**config.mk**
```make
export PLATFORM = sky130hd
export DESIGN_NAME = ext_irq_controller
export DESIGN_NICKNAME = d
export VERILOG_FILES = /design/src/rtl/ext_irq_controller.sv
export SDC_FILE = /design/constraint.sdc
export NUM_CORES = 1
export LEC_CHECK = 0
export ABC_AREA = 1
export BUFFER_PORTS_ARGS = -buffer_cell sky130_fd_sc_hd__buf_2
export CAP_MARGIN = 10
export CORE_ASPECT_RATIO = 1.5
export CORE_MARGIN = 2
export CORE_UTILIZATION = 40
export DETAILED_ROUTE_END_ITERATION = 16
export PLACE_DENSITY = 0.76
export SETUP_SLACK_MARGIN = 0.1
export SYNTH_ARGS = -nofsm -noshare
export SYNTH_HDL_FRONTEND = slang
export SYNTH_SLANG_ARGS = --single-unit
```
**constraint.sdc**
```tcl
create_clock -name CLOCK_50 -period 1.55 [get_ports CLOCK_50]
set_clock_uncertainty 0.15 [all_clocks]
set_input_delay 0.0775 -clock CLOCK_50 [delete_from_list [all_inputs] [get_ports CLOCK_50]]
set_output_delay 0.0775 -clock CLOCK_50 [all_outputs]
set_load 0.01 [all_outputs]
```
**src/rtl/ext_irq_controller.sv**
```systemverilog
// ext_irq_controller: collects edge-triggered interrupt sources and presents
// one request at a time to processor_arm over the ExtIRQ/ExtIAck handshake.
// Rising edges on enabled sources set pending bits. The lowest enabled
// pending index wins. A quiet gap is enforced after each completed handshake.
//
// Handshake: ExtIRQ rises (registered) with irq_id valid and stable. It stays
// high until ExtIAck is sampled high on a rising edge. That edge retires the
// request and drops ExtIRQ. The controller then waits for ExtIAck to return
// low before counting the gap. ExtIAck outside a request is ignored.
module ext_irq_controller #(
    parameter int               N_SRC    = 4,
    parameter int               ID_W     = (N_SRC > 1) ? $clog2(N_SRC) : 1,
    parameter int               MIN_GAP  = 2,
    parameter logic [N_SRC-1:0] MASK_RST = '1
) (
    input  logic             CLOCK_50,
    input  logic             reset,
    input  logic [N_SRC-1:0] irq_src,
    input  logic             mask_we,
    input  logic [N_SRC-1:0] mask_wdata,
    input  logic             ExtIAck,
    output logic             ExtIRQ,
    output logic [ID_W-1:0]  irq_id,
    output logic             irq_active,
    output logic [N_SRC-1:0] pending,
    output logic [N_SRC-1:0] mask,
    output logic [1:0]       dbg_state
);

    typedef enum logic [1:0] {
        ST_IDLE = 2'd0,
        ST_REQ  = 2'd1,
        ST_ACKD = 2'd2,
        ST_GAP  = 2'd3
    } state_e;

    // The counter only ever holds MIN_GAP-1 down to 0.
    localparam int GAP_W = (MIN_GAP > 1) ? $clog2(MIN_GAP) : 1;
    localparam logic [GAP_W-1:0] GAP_LOAD = GAP_W'((MIN_GAP > 0) ? MIN_GAP - 1 : 0);

    state_e             state_q, state_d;
    logic [N_SRC-1:0]   prev_q, prev_d;
    logic [N_SRC-1:0]   pending_q, pending_d;
    logic [N_SRC-1:0]   mask_q, mask_d;
    logic [GAP_W-1:0]   gap_q, gap_d;
    logic [ID_W-1:0]    irq_id_q, irq_id_d;
    logic               ext_irq_q, ext_irq_d;

    logic [N_SRC-1:0]   sel;
    logic               sel_any;
    logic [ID_W-1:0]    winner;
    logic [N_SRC-1:0]   clr;
    logic [N_SRC-1:0]   rise;

    // Fixed priority: scan from the top so the lowest set index is left last.
    always_comb begin
        sel     = pending_q & mask_q;
        sel_any = |sel;
        winner  = '0;
        for (int i = N_SRC - 1; i >= 0; i--) begin
            if (sel[i]) begin
                winner = ID_W'(i);
            end
        end
    end

    // Request FSM: issue, wait for ack, wait for ack release, then quiet gap.
    always_comb begin
        state_d   = state_q;
        gap_d     = gap_q;
        irq_id_d  = irq_id_q;
        ext_irq_d = ext_irq_q;
        clr       = '0;
        case (state_q)
            ST_IDLE: begin
                if (sel_any) begin
                    state_d   = ST_REQ;
                    irq_id_d  = winner;
                    ext_irq_d = 1'b1;
                end
            end
            ST_REQ: begin
                ext_irq_d = 1'b1;
                if (ExtIAck) begin
                    for (int i = 0; i < N_SRC; i++) begin
                        clr[i] = (irq_id_q == ID_W'(i));
                    end
                    ext_irq_d = 1'b0;
                    state_d   = ST_ACKD;
                end
            end
            ST_ACKD: begin
                ext_irq_d = 1'b0;
                if (!ExtIAck) begin
                    if (MIN_GAP == 0) begin
                        state_d = ST_IDLE;
                    end else begin
                        gap_d   = GAP_LOAD;
                        state_d = ST_GAP;
                    end
                end
            end
            ST_GAP: begin
                ext_irq_d = 1'b0;
                if (gap_q == '0) begin
                    state_d = ST_IDLE;
                end else begin
                    gap_d = gap_q - 1'b1;
                end
            end
            default: begin
                state_d   = ST_IDLE;
                ext_irq_d = 1'b0;
            end
        endcase
    end

    // Edge detect, pending latch (a set wins over a same-edge clear), mask write.
    always_comb begin
        prev_d    = irq_src;
        rise      = irq_src & ~prev_q;
        pending_d = (pending_q & ~clr) | (rise & mask_q);
        mask_d    = mask_we ? mask_wdata : mask_q;
    end

    // State register for every flop in the block.
    always_ff @(posedge CLOCK_50 or negedge reset) begin
        if (!reset) begin
            state_q   <= ST_IDLE;
            prev_q    <= '0;
            pending_q <= '0;
            mask_q    <= MASK_RST;
            gap_q     <= '0;
            irq_id_q  <= '0;
            ext_irq_q <= 1'b0;
        end else begin
            state_q   <= state_d;
            prev_q    <= prev_d;
            pending_q <= pending_d;
            mask_q    <= mask_d;
            gap_q     <= gap_d;
            irq_id_q  <= irq_id_d;
            ext_irq_q <= ext_irq_d;
        end
    end

    assign ExtIRQ     = ext_irq_q;
    assign irq_id     = irq_id_q;
    assign irq_active = (state_q == ST_REQ) || (state_q == ST_ACKD);
    assign pending    = pending_q;
    assign mask       = mask_q;
    assign dbg_state  = state_q;

endmodule

```
-- Word level (Yosys, flattened, before mapping)
Index checks and enable logic that the tools add are counted.
- $add $sub $neg: 1
- equal/unequal tests: 10
- mux-type cells: 17
- bitwise gates (word level): 7
- reductions and logical operators: 9
- operator list (kind ; number):
    $and A4 B4 Y4 ; 4
    $mux W2 ; 8
    $eq A2 B2 Y1 const B ; 4
    $mux W4 ; 2
    $ne A2 B2 Y1 const B ; 4
    $not A4 Y4 ; 2
    $pmux W2 S4 ; 1
    $eq A2 B1 Y1 const B ; 2
    $logic_not A2 Y1 ; 2
    $mux W1 ; 4
    $or A4 B4 Y4 ; 1
    $reduce_and A2 Y1 ; 2
    $reduce_and A4 Y1 ; 1
    $reduce_or A4 Y1 ; 1
    $pmux W1 S3 ; 1
    $pmux W1 S2 ; 1
    $reduce_bool A2 Y1 ; 1
    $reduce_or A2 Y1 ; 1
    $logic_or A1 B1 Y1 ; 1
    $sub A1 B1 Y1 const B ; 1
- flip-flop bits (word level): 18
- input port bits: 12
- output and inout port bits: 14
- word-level logic and storage cells: 51

-- Logic depth before layout (Yosys ltp)
Gate-level depths: netlist (run 1).
- word-level depth: 6
- depth in mapped cells: 8

-- Least setup slack after synthesis (run 1)
OpenSTA, ideal clock, no wires.
- path kind: reg2reg
- start: reg state_q[0], in the netlist dbg_state[0]
- end: reg state_q[0], in the netlist dbg_state[0]
- arrival time: 1.152 ns
- data required time: 1.283 ns
- path slack: 0.131 ns
- stages on the path, launching flop included: 9
- clock period less this slack: 1.419 ns
- cells stage by stage: dfrtp_1 -> inv_1 -> ha_1 -> nand2_1 -> nand2_1 -> nor2_2 -> o21ai_2 -> nand2_1 -> nand2_1
- word-level cells in the longest chain between the ends: 3
- ends and longest elaborated chain (element ; RTL line ; text):
    from (decl) ; 41 ; state_e state_q, state_d;
    from (signal assigned) ; 137 ; state_q <= state_d;
    $eq A2 B2 Y1 (tied with other cells) ; 74 ; case (state_q)
    $ne A2 B2 Y1 (no line) ; -- ;
    $reduce_and A4 Y1 (no line) ; -- ;
Several ways; a longest one is shown, not always the timed one.
A chain may end at the register's enable or synchronous reset.

-- Final worst setup path (run 1)
- start: reg state_q[1], in the netlist dbg_state[1]
- end: out irq_active
- word-level cells in the longest chain between the ends: 2
- ends and longest elaborated chain (element ; RTL line ; text):
    $eq A2 B1 Y1 or $eq A2 B2 Y1 (tied branches) ; 149 ; assign irq_active = (state_q == ST_REQ) || (state_q == ST_ACKD);
    $logic_or A1 B1 Y1 * ; 149 ;
    to (decl) ; 24 ; output logic irq_active,
Every way passes the cells marked *; elsewhere a longest branch is shown, timed or not.

==> results_dict.tcl, run 1 <==
set metrics [dict create \
    cts_sinks 18 \
    crit_fanout 4 \
    setup_violations 0 \
    drt-vias-per-instance 4.89 \
    hpwl_um 1420 \
    fp-row-count 20 \
    start_kind "register" \
    die_h_um 61.1 \
    final.fill_count 187 \
    pin_count 26 \
    slew_violations 0 \
    portBuffers 25 \
    start_util_pct 42.3 \
    worstPathArrival_ps 1180 \
    p_leak_nw 0.643 \
    synth-seq-cells 18 \
    fin_crit_sh_pct 91.0 \
    wl_um 2080 \
    grt_pass1_vias 817 \
    drc 0 \
    clk_pin_slew_ps 100 \
    avgSynthCellArea_um2 8.68 \
    htree_levels 1 \
    drtAntennaViolNets 0 \
    p_per_area_nw_per_um2 1700 \
    finalCriticalPeriod_ps 1410 \
    cts_max_path_buffers 2 \
    grt_pass1_wl_um 3390 \
    die_area_um2 2570 \
    grt_antenna_before_repair 0 \
    gp_congestion 0.871 \
    maxCapViolCount 0 \
    vdd_ir_drop_max_mv 0.847 \
    overflow 0 \
    hold_viol 0 \
    syn_to_final_growth_pct 50.7 \
    cts_root_buf "clkbuf_4" \
    max_freq_ghz 0.709 \
    diodes 0 \
    drtIter0Drc 9 \
    synthCells 100 \
    clk_latency_ps 300 \
    vias 821 \
    outcome "complete, no violations" \
    slew_headroom_pct 73.6 \
    worstSetupPathType "reg -> out" \
    dr.pass1.iters 3 \
    grt.total_usage_pct 17.7 \
    ys_seq_area_share_pct 52.4 \
    synth_nets 117 \
    worstHoldPathType "in -> async" \
    fp.dieW_um 42.0 \
    tightest_slew_ps 395 \
    synthDistinctLibCells 14 \
    final-seq-area_um2 457 \
    cts_tree "built" \
    layout-drive-gt1-share_pct 41.1 \
    wl_per_cell_um 12.4 \
    cts_buffers 3 \
    tns_ps 0 \
    yosysWarningCount 0 \
    multi_input_area_um2 425 \
    cp-end-kind "output pin" \
    holdWs_ps 81.3 \
    final_cell_mix "nand2_1 (24), buf_2 (24), dlygate4sd3_1 (15)" \
    netlist_area_um2 868 \
    nets 164 \
    cp.required_ps 1320 \
    rsz0062_at_grt "yes" \
    grt_max_degree 19 \
    coreArea_um2 2050 \
]
[repair_timing]
item / in CTS / in global routing
hold buffers: 15 / 0
setup endpoints to repair: 4 / 6
pin swaps: 1 / 2
gates resized for setup: 3 / 19
buffers inserted: 2 / 0
endpoints found under the hold margin: 31 / 0
[cells by family (layout without fill, tap and decap cells)]
| kind of cell | Yosys count | in the layout | synth area share (%) |
|---|---|---|---|
| adders and majority gates | 5 | 5 | 7.20 |
| DFF | 18 | 18 | 52.4 |
| and+or+nand+nor | 48 | 48 | 24.4 |
| AOI/OAI and AO/OA | 13 | 13 | 9.08 |
| buffers and inverters | 16 | 62 | 6.92 |
[registers in the layout, indices dropped and copies added, names as in the netlist]
name / cells
prev_q: 4
irq_id: 2
ExtIRQ: 1
mask: 4
pending: 4
gap_q: 1
dbg_state: 2
[area by class of cell]
cell class              count  area share, %
flip-flops and latches     18           34.9
clock buffers               4           2.77
multi-input cells          66           32.5
inverters                  16           4.78
repair buffers             42           22.9
well taps                  22           2.10
[metal layers]
layer	share of wire, %	wire, µm	vias up	GRT usage (%)
met5	0	0	-	0
met4	1.5	32	0	7.59
met1	37	777	391	17.6
li1	-	-	403	-
met3	4.8	100	5	4.40
met2	56	1170	22	35.0
[path summary, 6_finish.rpt]
check	endpoint	startpoint	cells after the start	slack [ps]
max	irq_active	dbg_state[1]	3	140
min	prev_q[2]	reset	2	80
max reg2reg	dbg_state[0]	dbg_state[1]	7	140
min reg2reg	pending[1]	prev_q[1]	1	290
max in group asynchronous	mask[1]	reset	2	850
min in group CLOCK_50	prev_q[2]	irq_src[2]	2	280
[stage by stage]
stage	setup slack (ps)	std cells	util [%]	power, mW	cell area (µm²)
after floorplan	131	100	-	1.34	868
after global placement	120	147	49.8	1.61	1020
after detailed placement	14.9	147	49.8	1.65	1020
after CTS	94.0	168	59.8	2.02	1230
after global routing	95.7	168	63.8	2.42	1310
final	140	168	63.8	2.23	1310
[cells in the mapped netlist (all sizes together)]
cell   instances  area [µm²]
ha             5        62.6
nand2         34         143
nor2           6        27.5
o31ai          4        30.0
dfrtp         14         350
inv           16        60.1
or2            1        6.26
nand3          7        35.0
o21ai          9        48.8
dfstp          4         105
[critical path, stage by stage (launching register included)]
cell,delay (ps)
dfrtp_2,470
inv_4,100
ha_4,200
buf_6,110
[report_power, final]
part	switching [mW]	internal, mW
Clock	0.146	0.143
Sequential	0.150	0.626
Combinational	0.636	0.529
Total	0.932	1.30
(Power assumes the default switching activity.)
==> run 2: changes to the inputs <==
- CELL_PAD_IN_SITES_DETAIL_PLACEMENT: default -> 0
- CELL_PAD_IN_SITES_GLOBAL_PLACEMENT: default -> 2
- CORE_UTILIZATION: 40 -> 28
- PLACE_DENSITY: 0.76 -> 0.87
- SETUP_SLACK_MARGIN: 0.1 -> 0.3
==> results_dict.tcl, run 2 (synthesis results as in run 1) <==
set metrics [dict create \
    cp-end-kind "output pin" \
    cts_sinks 18 \
    clk_latency_ps 250 \
    finalInstanceArea_um2 1380 \
    grt_max_degree 19 \
    placed_cell_area_um2 1100 \
    grt_antenna_before_repair 0 \
    vias 810 \
    fin_crit_sh_pct 88.8 \
    dr.pass1.iters 4 \
    grt.total_usage_pct 12.4 \
    vdd_ir_drop_max_mv 0.838 \
    clk_pin_slew_ps 70 \
    crit_fanout 5 \
    die_h_um 72.2 \
    cts_buffers 3 \
    tns_ps 0 \
    cts_max_path_buffers 2 \
    hpwl_um 1500 \
    die_area_um2 3570 \
    syn_to_final_growth_pct 58.4 \
    fp-row-count 24 \
    grt_pass1_wl_um 3460 \
    slew_violations 0 \
    cts_tree "built" \
    drtIter0Drc 12 \
    drc 0 \
    gp_congestion 0.788 \
    p_leak_nw 0.665 \
    nets 162 \
    wl_per_cell_um 11.2 \
    rsz0062_at_grt "yes" \
    overflow 0 \
    worstHoldPathType "in -> reg" \
    final_common_cell "buf_2" \
    drtAntennaViolNets 0 \
    cp.required_ps 1320 \
    start_kind "register" \
    pin_count 26 \
    fp.dieW_um 49.5 \
    outcome "complete, no violations" \
    drt-vias-per-instance 4.43 \
    finalCriticalPeriod_ps 1380 \
    cpMaxStageDelayCell "dfrtp_2" \
    final_cell_mix "buf_2 (24), nand2_1 (23), dfrtp_1 (12), inv_1 (12), dlygate4sd3_1 (10)" \
    diodes 0 \
    max_freq_ghz 0.727 \
    portBuffers 25 \
    htree_levels 1 \
    maxCapViolCount 0 \
    grt_pass1_vias 834 \
    layout-drive-gt1-share_pct 47.9 \
    slew_headroom_pct 73.4 \
    worstSetupPathType "reg -> out" \
    p_per_area_nw_per_um2 1790 \
    crit_chain "inv_4 -> ha_4 -> buf_6" \
    max_stage_delay_ps 460 \
    hold_viol 0 \
    cts_root_buf "clkbuf_8" \
    worstPathArrival_ps 1150 \
    tightest_slew_ps 399 \
    final.fill_count 304 \
    coreArea_um2 2940 \
    wl_um 2040 \
    holdWs_ps 91.2 \
    setup_violations 0 \
    start_util_pct 29.5 \
]
## run 2: cell types whose count changed in the layout (fill, tap and decap cells not counted), moves of 3 or more
cell           before  now
nand2_4             0    3
o21ai_2             1    4
buf_4               1    5
clkbuf_4            3    0
o21ai_1             4    1
dlygate4sd3_1      15   10
## run 2: path summary, 6_finish.rpt
check / from / end / slack, ps / cells after the start
worst max-delay path: dbg_state[1] / irq_active / 170 / 3
worst min-delay path: ExtIAck / gap_q / 90 / 4
worst max register to register: dbg_state[1] / dbg_state[0] / 180 / 5
worst min register to register: prev_q[1] / pending[1] / 280 / 1
max in group asynchronous: reset / mask[1] / 810 / 2
min in group asynchronous: reset / pending[2] / 120 / 2
## run 2: what timing repair did
item	4_1_cts	5_1_grt
endpoints found under the hold margin	30	0
buffers inserted	3	2
pin swaps	11	10
hold buffers	10	0
resized for setup	13	8
endpoints found under the setup margin	8	10
## run 2: layer usage
metal | share of wire [%] | vias up | global-route usage, %
li1 | - | 402 | -
met1 | 39 | 379 | 13.8
met2 | 55 | 25 | 23.4
met3 | 4.4 | 4 | 1.85
met4 | 1.3 | 0 | 4.63
met5 | 0 | - | 0
## run 2: per-stage QoR
step                      setup WS (ps)  utilization [%]  instances  total power [mW]
final                               174             46.7        183              2.47
after global placement             85.0             37.3        164              1.77
after global routing                123             46.7        183              2.67
after detailed placement           96.0             37.3        164              1.78
after floorplan                     225                -        100              1.46
after CTS                           156             44.9        181              2.36
## run 2: report_power, final
group | switching (mW) | leakage (nW) | internal (mW)
registers | 0.193 | 0.200 | 0.630
clock network | 0.150 | 0.0228 | 0.182
logic | 0.687 | 0.442 | 0.626
## run 2: final cells by class
cell class                      instances  area [µm²]  share of cell area (%)
Clock buffer                            4        45.0                    3.28
Inverter                               16        65.1                    4.73
Multi-Input combinational cell         66         489                    35.6
Sequential cell                        18         458                    33.3
Tap cell                               39        48.8                    3.55
Timing Repair Buffer                   40         269                    19.6
## run 2: worst max-delay path: cells and delay by family (launching register included)
kind / cells / cell delay [ps]
buffers and inverters: 2 / 220
adders and majority gates: 1 / 210
DFF: 1 / 460
==> run 3: changes to the inputs <==
- CELL_PAD_IN_SITES_GLOBAL_PLACEMENT: 2 -> 1
- CORE_UTILIZATION: 28 -> 36
- PLACE_DENSITY: 0.87 -> 0.88
==> results_dict.tcl, run 3 (synthesis results as in run 1) <==
set metrics [dict create \
    outcome "complete, no violations" \
    slew_violations 0 \
    fin_total_pwr_mw 2.38 \
    p_per_area_nw_per_um2 1760 \
    hpwl_um 1460 \
    portBuffers 25 \
    diodes 0 \
    cts_buffers 3 \
    pin_count 26 \
    start_kind "register" \
    max_freq_ghz 0.699 \
    clk_latency_ps 280 \
    vias 783 \
    r2r_cells 5 \
    drc 0 \
    vdd_ir_drop_max_mv 0.896 \
    htree_levels 1 \
    die_h_um 64.2 \
    worstHoldPathType "in -> reg" \
    rsz0062_at_grt "yes" \
    grt.total_usage_pct 15.4 \
    placed_cell_area_um2 1080 \
    cts_max_path_buffers 2 \
    fp.dieW_um 44.1 \
    cp-end-kind "output pin" \
    fin_crit_sh_pct 92.4 \
    syn_to_final_growth_pct 56.2 \
    start_util_pct 38.4 \
    overflow 0 \
    coreArea_um2 2260 \
    final.fill_count 209 \
    die_area_um2 2830 \
    maxCapViolCount 0 \
    cts_root_buf "clkbuf_4" \
    tns_ps 0 \
    layout-drive-gt1-share_pct 49.3 \
    final_util_pct 60.0 \
    final_common_cell "buf_2" \
    setup_violations 0 \
    wl_per_cell_um 11.9 \
    final_cell_mix "buf_2 (23), nand2_1 (22), dfrtp_1 (12), inv_1 (12), dlygate4sd3_1 (10)" \
    worstSetupPathType "reg -> out" \
    fp-row-count 21 \
    nets 160 \
    cp.required_ps 1320 \
    drtIter0Drc 13 \
    cts_sinks 18 \
    crit_fanout 5 \
    tightest_slew_ps 395 \
    gp_congestion 0.812 \
    clk_pin_slew_ps 100 \
    grt_pass1_wl_um 3290 \
    p_leak_nw 0.660 \
    hold_viol 0 \
    grt_pass1_vias 826 \
    dr.pass1.iters 3 \
    hold_depth 4 \
    grt_max_degree 19 \
    finalInstanceArea_um2 1360 \
    drtAntennaViolNets 0 \
    finalCriticalPeriod_ps 1430 \
    wl_um 1960 \
    grt_antenna_before_repair 0 \
    drt-vias-per-instance 4.75 \
    worstPathArrival_ps 1200 \
    slew_headroom_pct 73.6 \
    cts_tree "built" \
]
## run 3: cell type report
type	count	area, µm²	area share (%)
Inverter	16	65.1	4.80
Clock buffer	4	26.3	1.94
Sequential cell	18	458	33.8
Tap cell	23	28.8	2.12
Timing Repair Buffer	38	264	19.5
Multi-Input combinational cell	66	514	37.9
## run 3: what timing repair did
action                                  CTS  global route
endpoints found under the hold margin    30             0
buffers inserted                          2             1
resized for setup                         6            22
hold buffers                             10             0
endpoints found under the setup margin    8            12
pin swaps                                 2             8
## run 3: final timing paths
check	startpoint	to	slack, ps
max reg2reg	dbg_state[1]	pending[3]	160
max	dbg_state[0]	irq_active	120
min	ExtIAck	pending[0]	70
min reg2reg	prev_q[2]	pending[2]	290
max in group asynchronous	reset	mask[1]	850
min in group asynchronous	reset	prev_q[2]	80
## run 3: per-layer routing
| layer | GRT usage (%) | wire length [µm] | vias up |
|---|---|---|---|
| met3 | 1.69 | 58 | 2 |
| li1 | - | - | 397 |
| met5 | 0 | 0 | - |
| met4 | 4.55 | 13 | 0 |
| met2 | 30.3 | 1140 | 18 |
| met1 | 16.0 | 747 | 366 |
## run 3: power breakdown
| group | total [mW] | switching [mW] | internal (mW) | leakage [nW] |
|---|---|---|---|---|
| clock network | 0.237 | 0.137 | 0.0998 | 0.0150 |
| logic | 1.32 | 0.702 | 0.619 | 0.446 |
| registers | 0.825 | 0.196 | 0.629 | 0.200 |
## run 3: per-stage QoR
stage / setup slack (ps) / instances / hold WS (ps)
2_1_floorplan: 225 / 100 / -368
3_3_place_gp: 115 / 148 / -127
3_5_place_dp: 92.0 / 148 / -118
4_1_cts: 106 / 164 / 21.0
5_1_grt: 71.8 / 165 / 74.9
6_report: 119 / 165 / 65.1
## run 3: worst max-delay path, stage by stage, from the launching register on
cell and delay (ps):
dfrtp_2 480, inv_4 120, ha_4 210, buf_6 110
